File: src/rtl/text_overlay_ctrl.sv
// HUD/menu text sequencer: latches score/lives per frame, runs blink/flash/reveal timers per phase,
// and gates + colour-muxes the text layer flags into one RGB overlay registered 1 clk after text_on_i.
module text_overlay_ctrl #(
  parameter int BLINK_FRAMES  = 30,
  parameter int FLASH_FRAMES  = 48,
  parameter int FLASH_HALF    = 4,
  parameter int REVEAL_FRAMES = 60
) (
  input  logic        clk_i,
  input  logic        rst_n_i,
  input  logic        frame_tick_i,
  input  logic [1:0]  game_state_i,
  input  logic [7:0]  score_in_i,
  input  logic [1:0]  lives_in_i,
  input  logic [18:0] text_on_i,
  output logic [7:0]  score_val_o,
  output logic [1:0]  lives_o,
  output logic [11:0] text_rgb_o,
  output logic        text_valid_o
);

  typedef enum logic [2:0] {
    ST_TITLE     = 3'd0,
    ST_HOWTO     = 3'd1,
    ST_PLAY      = 3'd2,
    ST_OVER_WAIT = 3'd3,
    ST_OVER_SHOW = 3'd4
  } state_e;

  localparam logic [7:0]  BLINK_LAST  = 8'(BLINK_FRAMES - 1);
  localparam logic [7:0]  REVEAL_LAST = 8'(REVEAL_FRAMES - 1);
  localparam logic [7:0]  FLASH_INIT  = 8'(FLASH_FRAMES);
  localparam logic [7:0]  FLASH_DIV   = 8'(FLASH_HALF);
  localparam logic [11:0] RGB_WHITE   = 12'hFFF;
  localparam logic [11:0] RGB_RED     = 12'hF00;
  localparam logic [11:0] RGB_GREEN   = 12'h0F0;

  state_e      state_q, state_d;
  logic [7:0]  blink_cnt_q, blink_cnt_d;
  logic        blink_phase_q, blink_phase_d;
  logic [7:0]  flash_cnt_q, flash_cnt_d;
  logic [7:0]  reveal_cnt_q, reveal_cnt_d;
  logic [7:0]  score_val_q, score_val_d;
  logic [1:0]  lives_q, lives_d;
  logic [11:0] text_rgb_q, text_rgb_d;
  logic        text_valid_q, text_valid_d;

  // text_on_i fields, right-aligned; the top two bits carry no flag
  logic       start_on, howto_on, score_txt_on, score_num_on, hp_on, hearts_on;
  logic [5:0] lines_on;
  logic       green_on, red_on, go_on, fsc_txt_on, fsc_num_on;
  logic       unused_txt;

  assign start_on     = text_on_i[16];
  assign howto_on     = text_on_i[15];
  assign score_txt_on = text_on_i[14];
  assign score_num_on = text_on_i[13];
  assign hp_on        = text_on_i[12];
  assign hearts_on    = text_on_i[11];
  assign lines_on     = text_on_i[10:5];
  assign green_on     = text_on_i[4];
  assign red_on       = text_on_i[3];
  assign go_on        = text_on_i[2];
  assign fsc_txt_on   = text_on_i[1];
  assign fsc_num_on   = text_on_i[0];
  assign unused_txt   = ^text_on_i[18:17];

  always_ff @(posedge clk_i) begin
    if (!rst_n_i) begin
      state_q <= ST_TITLE;
    end else begin
      state_q <= state_d;
    end
  end

  always_comb begin
    state_d = state_q;
    if (frame_tick_i) begin
      case (game_state_i)
        2'd0:    state_d = ST_TITLE;
        2'd1:    state_d = ST_HOWTO;
        2'd2:    state_d = ST_PLAY;
        default: begin
          case (state_q)
            ST_OVER_WAIT: state_d = (reveal_cnt_q == REVEAL_LAST) ? ST_OVER_SHOW : ST_OVER_WAIT;
            ST_OVER_SHOW: state_d = ST_OVER_SHOW;
            default:      state_d = ST_OVER_WAIT;
          endcase
        end
      endcase
    end
  end

  // Phase gating of the raw flags
  logic start_g, howto_g, score_txt_g, score_num_g, hp_g, hearts_g;
  logic lines_g, green_g, red_g, go_g, fsc_txt_g, fsc_num_g;

  always_comb begin
    start_g     = 1'b0;
    howto_g     = 1'b0;
    score_txt_g = 1'b0;
    score_num_g = 1'b0;
    hp_g        = 1'b0;
    hearts_g    = 1'b0;
    lines_g     = 1'b0;
    green_g     = 1'b0;
    red_g       = 1'b0;
    go_g        = 1'b0;
    fsc_txt_g   = 1'b0;
    fsc_num_g   = 1'b0;
    case (state_q)
      ST_TITLE: start_g = start_on & blink_phase_q;
      ST_HOWTO: begin
        howto_g = howto_on;
        lines_g = |lines_on;
        green_g = green_on;
        red_g   = red_on;
      end
      ST_PLAY: begin
        score_txt_g = score_txt_on;
        score_num_g = score_num_on;
        hp_g        = hp_on;
        hearts_g    = hearts_on;
      end
      ST_OVER_WAIT: go_g = go_on;
      ST_OVER_SHOW: begin
        go_g      = go_on;
        fsc_txt_g = fsc_txt_on;
        fsc_num_g = fsc_num_on;
      end
      default: ;
    endcase
  end

  logic flash_red;
  assign flash_red = ((flash_cnt_q / FLASH_DIV) & 8'd1) != 8'd0;

  always_comb begin
    text_valid_d = start_g | howto_g | score_txt_g | score_num_g | hp_g | hearts_g |
                   lines_g | green_g | red_g | go_g | fsc_txt_g | fsc_num_g;
    text_rgb_d   = 12'h000;
    if (hearts_g) begin
      text_rgb_d = (flash_cnt_q != 8'd0 && !flash_red) ? RGB_WHITE : RGB_RED;
    end else if (red_g) begin
      text_rgb_d = RGB_RED;
    end else if (green_g) begin
      text_rgb_d = RGB_GREEN;
    end else if (go_g) begin
      text_rgb_d = RGB_RED;
    end else if (text_valid_d) begin
      text_rgb_d = RGB_WHITE;
    end
  end

  // Frame-rate timers and tear-free sampling: everything moves only on frame_tick_i
  always_comb begin
    blink_cnt_d   = blink_cnt_q;
    blink_phase_d = blink_phase_q;
    flash_cnt_d   = flash_cnt_q;
    reveal_cnt_d  = reveal_cnt_q;
    score_val_d   = score_val_q;
    lives_d       = lives_q;
    if (frame_tick_i) begin
      score_val_d = score_in_i;
      lives_d     = lives_in_i;

      if (state_d == ST_TITLE) begin
        if (state_q != ST_TITLE) begin
          blink_cnt_d   = 8'd0;
          blink_phase_d = 1'b1;
        end else if (blink_cnt_q == BLINK_LAST) begin
          blink_cnt_d   = 8'd0;
          blink_phase_d = ~blink_phase_q;
        end else begin
          blink_cnt_d = blink_cnt_q + 8'd1;
        end
      end

      if (state_d != ST_PLAY) begin
        flash_cnt_d = 8'd0;
      end else if (lives_in_i < lives_q) begin
        flash_cnt_d = FLASH_INIT;
      end else if (flash_cnt_q != 8'd0) begin
        flash_cnt_d = flash_cnt_q - 8'd1;
      end

      if (state_q == ST_OVER_WAIT &&
          (state_d == ST_OVER_WAIT || state_d == ST_OVER_SHOW)) begin
        reveal_cnt_d = reveal_cnt_q + 8'd1;
      end else if (state_q == ST_OVER_SHOW && state_d == ST_OVER_SHOW) begin
        reveal_cnt_d = reveal_cnt_q;
      end else begin
        reveal_cnt_d = 8'd0;
      end
    end
  end

  always_ff @(posedge clk_i) begin
    if (!rst_n_i) begin
      blink_cnt_q   <= 8'd0;
      blink_phase_q <= 1'b1;
      flash_cnt_q   <= 8'd0;
      reveal_cnt_q  <= 8'd0;
      score_val_q   <= 8'd0;
      lives_q       <= 2'd0;
      text_rgb_q    <= 12'h000;
      text_valid_q  <= 1'b0;
    end else begin
      blink_cnt_q   <= blink_cnt_d;
      blink_phase_q <= blink_phase_d;
      flash_cnt_q   <= flash_cnt_d;
      reveal_cnt_q  <= reveal_cnt_d;
      score_val_q   <= score_val_d;
      lives_q       <= lives_d;
      text_rgb_q    <= text_rgb_d;
      text_valid_q  <= text_valid_d;
    end
  end

  // Counters are 8 bit with no saturation, so frame parameters must fit
  always_ff @(posedge clk_i) begin
    assert (BLINK_FRAMES >= 1 && BLINK_FRAMES < 256 &&
            FLASH_FRAMES >= 1 && FLASH_FRAMES < 256 &&
            FLASH_HALF >= 1 && FLASH_HALF < 256 &&
            REVEAL_FRAMES >= 1 && REVEAL_FRAMES < 256);
  end

  assign score_val_o  = score_val_q;
  assign lives_o      = lives_q;
  assign text_rgb_o   = text_rgb_q;
  assign text_valid_o = text_valid_q;

endmodule

File: config.mk
export PLATFORM = sky130hd
export DESIGN_NAME = text_overlay_ctrl
export DESIGN_NICKNAME = d
export VERILOG_FILES = /design/src/rtl/text_overlay_ctrl.sv
export SDC_FILE = /design/constraint.sdc
export NUM_CORES = 1
export LEC_CHECK = 0
export CAP_MARGIN = 20
export CORE_MARGIN = 4
export CORE_UTILIZATION = 44
export CTS_CLUSTER_DIAMETER = 80
export DETAILED_ROUTE_END_ITERATION = 8
export HOLD_SLACK_MARGIN = 0.08
export PLACE_DENSITY = 0.8
export SETUP_SLACK_MARGIN = 0.4
export SLEW_MARGIN = 15
export SYNTH_ARGS = -nofsm -noshare
export SYNTH_HDL_FRONTEND = slang
export SYNTH_SLANG_ARGS = --single-unit
export TNS_END_PERCENT = 30
File: constraint.sdc
create_clock -name clk_i -period 1.8 [get_ports clk_i]
set_input_delay 0.27 -clock clk_i [delete_from_list [all_inputs] [get_ports clk_i]]
set_output_delay 0.27 -clock clk_i [all_outputs]
set_load 0.1 [all_outputs]
## After elaboration in Yosys (flattened, before gate mapping)

Cells that the tools add are included.

- $add $sub $neg: 3
- $lt $le $gt $ge: 1
- Eq/ne operators: 12
- Muxes and demuxes: 31
- Bitwise logic cells: 13
- Reduce and logical (&&, ||, !) cells: 18

Operators by type and width:

| operator | number |
|---|---|
| 2-to-1 mux 8 bit | 8 |
| 2-to-1 mux 12 bit | 5 |
| adder 8 x 1 -> 8 bit, second input constant | 2 |
| 2-to-1 mux 1 bit | 14 |
| OR 1 bit | 11 |
| equality test 3 x 2 -> 1 bit, second input constant | 3 |
| case mux 3 bit (3 select lines) | 1 |
| equality test 8 x 5 -> 1 bit, second input constant | 1 |
| equality test 8 x 6 -> 1 bit, second input constant | 1 |
| nonzero test 8 bit | 1 |
| subtractor 8 x 1 -> 8 bit, second input constant | 1 |
| equality test 3 bit, second input constant | 2 |
| logical NOT 3 bit | 2 |
| 2-to-1 mux 3 bit | 2 |
| case mux 3 bit (2 select lines) | 1 |
| AND reduction 2 bit | 3 |
| nonzero test 3 bit | 2 |
| OR reduction 6 bit | 1 |
| equality test 3 x 1 -> 1 bit, second input constant | 1 |
| logical AND 1 bit | 3 |
| inequality test 3 x 2 -> 1 bit, second input constant | 1 |
| AND reduction 3 bit | 1 |
| equality test 2 x 1 -> 1 bit, second input constant | 1 |
| equality test 2 bit, second input constant | 1 |
| other kinds (9) | 9 |

- Bits in registers: 51
- Output and inout bits: 23
- Logic and storage cells: 87

## Longest topological paths before layout

Gate-level depths: netlist (run 1).

- Word-level depth: 18
- Depth in mapped cells: 7
- Depth with buffers taken out: 7

## Least setup slack after synthesis (run 1)

No wires, ideal clock.

- Path type: register -> register
- From: reg lives_q[1], in the netlist lives_o[1]
- To: reg flash_cnt_q[5]
- Arrival: 2.240 ns
- Data required time: 1.681 ns
- Path slack: -0.559 ns
- Cell stages (with the launch flop): 6
- Path buffers: 0
- Clock period less this slack: 2.359 ns
- Cells stage by stage: dfxtp_1 > inv_1 > ha_1 > a21oi_1 > o31ai_2 > o221a_2

- Word-level cells in the longest chain between the ends: 3

Ends and longest elaborated chain:

| element | RTL line | source |
|---|---|---|
| start: declaration | 44 | `logic [1:0] lives_q, lives_d;` |
| start signal: assignment | 214 | `lives_q <= lives_d;` |
| < comparator 2 bit * | 181 | `end else if (lives_in_i < lives_q) begin` |
| nonzero test 3 bit (no source line) or 2-to-1 mux 8 bit (tied branches) | -- |  |
| AND reduction 2 bit (no source line) or 2-to-1 mux 8 bit (tied branches) | -- |  |
| end signal: assignment | 211 | `flash_cnt_q <= flash_cnt_d;` |
| end: declaration | 41 | `logic [7:0] flash_cnt_q, flash_cnt_d;` |

Every way passes the cells marked *; elsewhere a longest branch is shown, timed or not.
A chain may end at the register's enable or synchronous reset.

## Final worst setup path (run 1)

- From: reg state_q[2]
- To: reg flash_cnt_q[7]

- Word-level cells in the longest chain between the ends: 7

Ends and longest elaborated chain:

| element | RTL line | source |
|---|---|---|
| start: declaration | 38 | `state_e state_q, state_d;` |
| start signal: assignment | 72 | `state_q <= state_d;` |
| equality test 3 bit or equality test 3 x 2 -> 1 bit (tied branches) | 84 | `case (state_q)` |
| case mux 3 bit (2 select lines) | 84 |  |
| case mux 3 bit (3 select lines) | 79 | `case (game_state_i)` |
| 2-to-1 mux 3 bit * | 78 | `if (frame_tick_i) begin` |
| inequality test 3 x 2 -> 1 bit * | 179 | `if (state_d != ST_PLAY) begin` |
| nonzero test 3 bit (no source line) | -- |  |
| AND reduction 2 bit (no source line) | -- |  |

Marked as above.

==> qor.csv, run 1 <==
metric,value,unit
status,"finished, violations left",
failing checks,negative setup slack,
Core Area,4790,um2
Netlist Area Pre-Place,2200,um2
Lkg Pwr,1.37,nW
RSZ-0062 raised after global routing,true,
CTS tree,built,
gr usage total,18.1,%
area share of the largest cell type after synthesis,38.3,%
first-pass GRT wire length,9090,um
Yosys cell types,53,
via density per instance,5.50,
share of cells above drive strength 1,35.5,%
Fin. Hold Viols,0,
WP buf/inv,1,
Ys Warns,0,
most frequent cells in the layout,"buf_4, nor2_1, dfxtp_1",
register share of total power,38.2,%
post-route non-filler standard cell count,405,
Final Cycle Share,107,%
Post-synth EDFFs,0,
placer's final routability congestion estimate,0.809,
WP data arrival,2.16,ns
hold path depth,2,
Cell Rows,25,
Critical Path RT,2.04,ns
Post-DRT Antenna Nets,0,
number of buffers created by CTS,5,
nets,376,
CP peak stage delay,0.57,ns
clk buf depth,2,
antenna diode count,0,
Net Sw Frac,36.0,%
Tmin final,1.92,ns
gr ovfl total,0,
Iter 0 DRT Violations,187,
"Async S/R FF share, synth",0,%
VDD IR-drop max,454,uV
Starting Density,45.9,%
Max Slew Vio Count,0,
Worst path slowest cell,nor4b_1,
dpl cells,385,
drt first pass iters,5,
Die W,78.7,um
clock latency on the worst-skew pair,0.31,ns
Startpoint Class,register,
Layout fillers,338,
synthesized area per cell,8.58,um2
register area share after synthesis,38.3,%
I/O Pins,57,
"commonest non-fill, non-tap cell in the layout",buf_4,
number of global-route vias before repair,2069,
PD cells,781,nW/um2
Critical Path Stages,6,
fmax,521,MHz
setup slack after layout,-0.118,ns
P_int,0.00168,W
die height,78.7,um
Synth Register Bits,42,
HP Class,reg -> reg,
wire per inst,15.7,um
Sink Count,42,
residual DRC count,0,
initial antenna violation count,0,
FF-to-FF path depth,6,
H-Tree Depth,2,
leading area contributor after synthesis,dfxtp_1,
CTS root buf,clkbuf_8,
Gate power share,32.4,%
Final Core Density,70.3,%
Worst Tran Pin Value,0.626,ns
"Area growth, synth to finish",53.1,%
synthesized net count,295,
largest cells by area after synthesis,"dfxtp_1, nor2_1, mux2i_1",
CTS Hold Bufs,0,
Clk network pwr share,29.5,%
Worst-path clk slew,0.09,ns
clk_skew,0.0136,ns
# setup viols final,3,
Sw Pwr,0.000946,W
CP Capture Type,register,
largest net degree at the start of global routing,22,
hpwl dp,3960,um
critical path class,reg -> reg,
"Primary FF master, synth",dfxtp_1,
Slew headroom,57.7,%
WL final,6360,um
Port Buffer Count,54,
Cells after Synth,256,
CP cell instances,buf_4 > nor4b_1 > a31oi_2 > nor3_2 > nand3_1 > a21oi_1,
CP top delay family,simple AND/OR/NAND/NOR gates,
Max Cap Viol,0,
total number of vias,2228,
Max Fanout on Critical Path,7,
full die area,6190,um2
==> power by group through the flow <==
stage	Combinational (W)	Sequential (W)	Clock, W
2_1_floorplan	0.000407	0.00118	0
3_3_place_gp	0.000783	0.00102	0
3_5_place_dp	0.000794	0.00102	0
4_1_cts	0.000813	0.00100	0.000784
5_1_grt	0.000889	0.00101	0.000817
6_report	0.000850	0.00100	0.000774
==> layout make-up <==
type	instances	area, um2	share of cell area (%)
Sequential cell	42	870	25.9
Tap cell	67	83.8	2.49
Timing Repair Buffer	94	861	25.6
Multi-Input combinational cell	183	1390	41.4
Clock buffer	5	68.8	2.05
Clock inverter	3	45.0	1.34
Inverter	11	41.3	1.23
==> worst paths after layout <==
check	to	startpoint	slack [ns]
max	flash_cnt_q[7]	state_q[2]	-0.12
min	score_val_o[0]	score_val_o[0]	0.50
max reg2reg	flash_cnt_q[7]	state_q[2]	-0.12
min reg2reg	score_val_o[0]	score_val_o[0]	0.50
==> worst min-delay path, cell delays in order, from the launching register on <==
cell,delay [ns]
dfxtp_1,0.33
mux2i_1,0.06
nor2_1,0.07
==> metal layers <==
layer	global-route usage (%)	up-vias	part of all wire (%)
met4	8.39	0	3.0
met5	0	-	0
met2	30.6	112	49
li1	-	1065	-
met3	4.13	21	7.4
met1	21.6	1030	41
==> cells in the mapped netlist (all sizes together) (6+ instances only) <==
cell type / number
xor2: 6
nor4: 8
buf: 15
xnor2: 8
nand2: 13
inv: 11
a21oi: 10
nor3: 8
mux2i: 14
nor2: 43
dfxtp: 42
nand4: 6
==> flip-flops by register name, indices dropped and copies added, names as in the netlist <==
signal	flops
blink_cnt_q	8
flash_cnt_q	8
reveal_cnt_q	8
score_val_o	8
state_q	3
text_rgb_o	3
lives_o	2
blink_phase_q	1
text_valid_o	1
==> metrics by stage <==
step           hold WS, ns  TNS, ns  total power (W)  setup slack [ns]  instance area (um2)
6_report             0.499   -0.208          0.00263            -0.118                 3360
5_1_grt              0.553   -0.606          0.00271            -0.172                 3360
4_1_cts              0.505        0          0.00260            0.0760                 3200
3_5_place_dp         0.483    -4.13          0.00182            -0.349                 2990
3_3_place_gp         0.477    -3.68          0.00180            -0.288                 2990
2_1_floorplan        0.416        0          0.00159             0.138                 2290
==> cell families after synthesis <==
group	count (synthesis)	share of synthesized area [%]
AND/OR/NAND/NOR	106	24.5
AO/OA/AOI/OAI	44	14.9
flip-flops	42	38.3
buffers and inverters	31	7.52
XOR/XNOR	14	5.58
multiplexers	14	6.38
adder cells (fa/ha/maj)	5	2.85
==> timing repair <==
action	4_1_cts	5_1_grt
resized for setup	26	26
endpoints found under the setup margin	35	42
buffers inserted	5	7
pin swaps	16	9
Power figures use the tool's default switching activity.
==> run 2: changes to the inputs <==
--- a/config.mk
+++ b/config.mk
@@ -6,7 +6,7 @@
 export NUM_CORES = 1
 export LEC_CHECK = 0
 export CAP_MARGIN = 20
-export CORE_MARGIN = 4
+export CORE_MARGIN = 2
 export CORE_UTILIZATION = 44
 export CTS_CLUSTER_DIAMETER = 80
 export DETAILED_ROUTE_END_ITERATION = 8
==> run 2 against run 1 <==
Effect of this change:
- the flow still finishes with violations (negative setup slack)
- clock skew down 0.0091 ns
- power down 5.2%
- non-clock buffer count down 1
==> qor.csv, run 2 (synthesized netlist as in run 1, its figures left out) <==
metric,value,unit
full die area,5570,um2
H-Tree Depth,2,
total number of vias,2216,
Max Slew Vio Count,0,
CP cell instances,clkdlybuf4s50_1 > mux2i_1 > a41o_1 > buf_4 > o41ai_1 > a22oi_1 > nor2_1,
hpwl dp,4050,um
post-route non-filler standard cell count,404,
via density per instance,5.49,
"commonest non-fill, non-tap cell in the layout",buf_4,
Hold WS,0.497,ns
Startpoint Class,primary input,
dpl cells,387,
WP data arrival,2.11,ns
number of buffers created by CTS,5,
CTS root buf,clkbuf_8,
Core Area,4750,um2
dpl ws,-0.318,ns
setup slack after layout,-0.0749,ns
Starting Density,46.2,%
Port Buffer Count,54,
fmax,533,MHz
VDD IR-drop max,540,uV
WL final,6280,um
R2R setup slack,-0.02,ns
Worst-path clk slew,0.08,ns
nets,375,
CTS Hold Bufs,0,
die height,74.7,um
Tmin final,1.87,ns
I/O Pins,57,
Lkg Pwr,1.35,nW
Post-DRT Antenna Nets,0,
failing checks,negative setup slack,
critical path class,in -> reg,
HP Class,reg -> reg,
clk_skew,0.00447,ns
CP peak stage delay,0.55,ns
number of global-route vias before repair,2133,
Final Cycle Share,104,%
residual DRC count,0,
placer's final routability congestion estimate,0.906,
Worst path slowest cell,o41ai_1,
antenna diode count,0,
share of cells above drive strength 1,40.4,%
wire per inst,15.6,um
gr ovfl total,0,
initial antenna violation count,0,
CP Capture Type,register,
first-pass GRT wire length,9760,um
Fin. Hold Viols,0,
most frequent cells in the layout,"buf_4, nor2_1, dfxtp_1",
PD cells,732,nW/um2
Setup TNS Final,-0.0795,ns
Slew headroom,60.9,%
RSZ-0062 raised after global routing,true,
gr usage total,22.5,%
Sink Count,42,
Iter 0 DRT Violations,173,
Critical Path RT,2.03,ns
Die W,74.7,um
# setup viols final,2,
drt first pass iters,4,
Max Cap Viol,0,
"Area growth, synth to finish",54.8,%
clk buf depth,2,
Final Core Density,71.6,%
CTS tree,built,
status,"finished, violations left",
largest net degree at the start of global routing,20,
Max Fanout on Critical Path,3,
Cell Rows,25,
clock latency on the worst-skew pair,0.30,ns
Worst Tran Pin Value,0.579,ns
run 2: stage by stage:
stage	area, um2	total power [W]
6_report	3400	0.00249
4_1_cts	3220	0.00243
3_5_place_dp	3000	0.00182
5_1_grt	3400	0.00257
2_1_floorplan	2290	0.00159
3_3_place_gp	3000	0.00181
run 2: critical path, delay by kind of cell:
kind	cells	cell delay, ns
and+or+nand+nor	1	0.17
AOI/OAI and AO/OA	3	0.93
buffers and inverters	2	0.64
muxes	1	0.09
run 2: worst paths after layout:
| path | from | end | cells after the start |
|---|---|---|---|
| max | frame_tick_i | flash_cnt_q[2] | 7 |
| min | score_val_o[5] | score_val_o[5] | 2 |
| max reg2reg | state_q[1] | flash_cnt_q[2] | 6 |
| min reg2reg | score_val_o[5] | score_val_o[5] | 2 |
run 2: metal layers:
metal / vias to the layer above / wire [um] / global-route usage (%)
met2: 64 / 3290 / 39.8
met1: 1068 / 2560 / 27.2
met4: 0 / 162 / 7.94
met3: 15 / 278 / 4.69
met5: - / 0 / 0
li1: 1069 / - / -
run 2: timing repair:
| action | in CTS | in global routing |
|---|---|---|
| pin swaps | 9 | 29 |
| hold endpoints to repair | 0 | 0 |
| endpoints found under the setup margin | 32 | 38 |
| gates resized for setup | 34 | 42 |
| setup buffers | 8 | 1 |
run 2: cell type report:
class	instances	area (um2)
Clock buffer	6	72.6
Clock inverter	2	13.8
Fill cell	365	1350
Inverter	11	41.3
Multi-Input combinational cell	183	1490
Sequential cell	42	870
Tap cell	67	83.8
Timing Repair Buffer	93	827
run 2: power by group:
group	total [W]	switching, W	internal (W)
sequential	0.00101	0.0000440	0.000965
clock	0.000605	0.000331	0.000274
combinational	0.000876	0.000564	0.000311
==> run 3: changes to the inputs <==
--- a/config.mk
+++ b/config.mk
@@ -5,11 +5,13 @@
 export SDC_FILE = /design/constraint.sdc
 export NUM_CORES = 1
 export LEC_CHECK = 0
+export ABC_AREA = 0
 export CAP_MARGIN = 20
 export CORE_MARGIN = 2
 export CORE_UTILIZATION = 44
 export CTS_CLUSTER_DIAMETER = 80
 export DETAILED_ROUTE_END_ITERATION = 8
+export GPL_TIMING_DRIVEN = 0
 export HOLD_SLACK_MARGIN = 0.08
 export PLACE_DENSITY = 0.8
 export SETUP_SLACK_MARGIN = 0.4
==> run 3 against run 2 <==
Effect of this change:
- the flow still finishes with violations (negative setup slack)
- via count is 0.14% lower
- sequential cell count stayed put
- non-clock buffer count increased by 1
- largest cell class unchanged
- global-route usage is 3.3 points lower
- first-iteration DRC count fell by 52%
==> qor.csv, run 3 (synthesized netlist as in run 1, its figures left out) <==
metric,value,unit
Starting Density,46.2,%
post-layout power,0.00263,W
setup slack after layout,-0.0278,ns
placer's final routability congestion estimate,0.824,
Port Buffer Count,52,
Core Area,4750,um2
dpl ws,-0.521,ns
area of the multi-input gates,1550,um2
Die W,74.7,um
post-route non-filler standard cell count,405,
failing checks,negative setup slack,
clk_skew,0.00438,ns
clk buf depth,2,
"commonest non-fill, non-tap cell in the layout",buf_4,
largest net degree at the start of global routing,14,
VDD IR-drop max,495,uV
initial antenna violation count,0,
Worst-path clk slew,0.08,ns
hpwl dp,3810,um
CP Capture Type,register,
FF+latch area,875,um2
Critical R2R Launch,state_q[1],
Max Fanout on Critical Path,10,
Hold Path Origin,lives_in_i[1],
dpl cells,375,
R2R setup slack,-0.03,ns
H-Tree Depth,2,
Iter 0 DRT Violations,83,
I/O Pins,57,
residual DRC count,0,
Cell Rows,25,
CTS root buf,clkbuf_8,
clock latency on the worst-skew pair,0.30,ns
most frequent cells in the layout,"buf_4, nor2_1, dfxtp_1",
Max Cap Viol,0,
WP data arrival,2.06,ns
Worst Tran Pin Value,0.550,ns
Lkg Pwr,1.40,nW
drt first pass iters,4,
PD cells,768,nW/um2
critical path class,reg -> reg,
Sink Count,42,
hold endpoint,lives_o[1],
die height,74.7,um
CTS tree,built,
Fin. Hold Viols,0,
RSZ-0062 raised after global routing,true,
wire per inst,15.4,um
Critical Path RT,2.03,ns
Setup TNS Final,-0.0545,ns
share of cells above drive strength 1,42.9,%
gr usage total,19.3,%
# setup viols final,3,
fmax,547,MHz
Tmin final,1.83,ns
status,"finished, violations left",
Post-DRT Antenna Nets,0,
hold path depth,3,
via density per instance,5.46,
HP Class,in -> reg,
Final Cycle Share,102,%
full die area,5570,um2
FF-to-FF path depth,6,
WL final,6240,um
Max Slew Vio Count,0,
Slew headroom,63.5,%
gr ovfl total,0,
r2r endpoint,reveal_cnt_q[0],
number of buffers created by CTS,5,
nets,376,
Layout fillers,360,
total number of vias,2213,
"Area growth, synth to finish",56.0,%
Startpoint Class,register,
number of global-route vias before repair,1910,
first-pass GRT wire length,8480,um
antenna diode count,0,
## run 3: critical path, cell delays in order, from the launching register on
cell	delay, ns
dfxtp_4	0.38
buf_8	0.14
mux2i_1	0.08
a41o_1	0.26
o21bai_2	0.22
o41a_4	0.54
nor2_2	0.13
## run 3: area by class of cell
cell class                 count  share of cell area (%)
tap                           67                    2.45
buffer                        20                    4.49
multi-input combinational    183                    45.3
clock buffer                   6                    2.12
timing repair buffer          74                    17.7
clock inverter                 2                    1.10
sequential                    42                    25.5
inverter                      11                    1.28
## run 3: through the flow
step           hold WS (ns)  cell area [um2]  utilization (%)
2_1_floorplan         0.416             2290                -
3_3_place_gp          0.471             2890             60.8
3_5_place_dp          0.485             2890             60.8
4_1_cts               0.362             2990             62.8
5_1_grt               0.383             3430             72.1
6_report              0.343             3430             72.1
## run 3: report_power, final
group | switching (W) | total (W) | leakage, nW | internal (W)
combinational | 0.000576 | 0.000875 | 0.999 | 0.000298
clock | 0.000344 | 0.000758 | 0.0514 | 0.000414
sequential | 0.0000381 | 0.00100 | 0.351 | 0.000963
total | 0.000958 | 0.00263 | 1.40 | 0.00168
## run 3: how the worst max path moves through the flow
stage,depth (start not counted),start,end
3_5_place_dp,6,frame_tick_i,score_val_o[1]
3_3_place_gp,6,frame_tick_i,lives_o[1]
2_1_floorplan,1,text_rgb_o[7],text_rgb_o[5]
5_1_grt,6,state_q[1],reveal_cnt_q[0]
4_1_cts,5,reveal_cnt_q[7],reveal_cnt_q[0]
6_report,6,state_q[1],reveal_cnt_q[0]
## run 3: routing by layer
layer	track usage, %	wire [um]	vias to the layer above
li1	-	-	1065
met1	25.2	2510	1073
met2	32.6	3320	60
met3	4.42	276	15
met4	4.37	130	0
met5	0	0	-
## run 3: timing repair
| action | CTS | global route |
|---|---|---|
| hold buffers | 0 | 0 |
| buffers inserted | 2 | 20 |
| pin swaps | 12 | 43 |
| resized for setup | 125 | 91 |
| setup endpoints to repair | 65 | 46 |
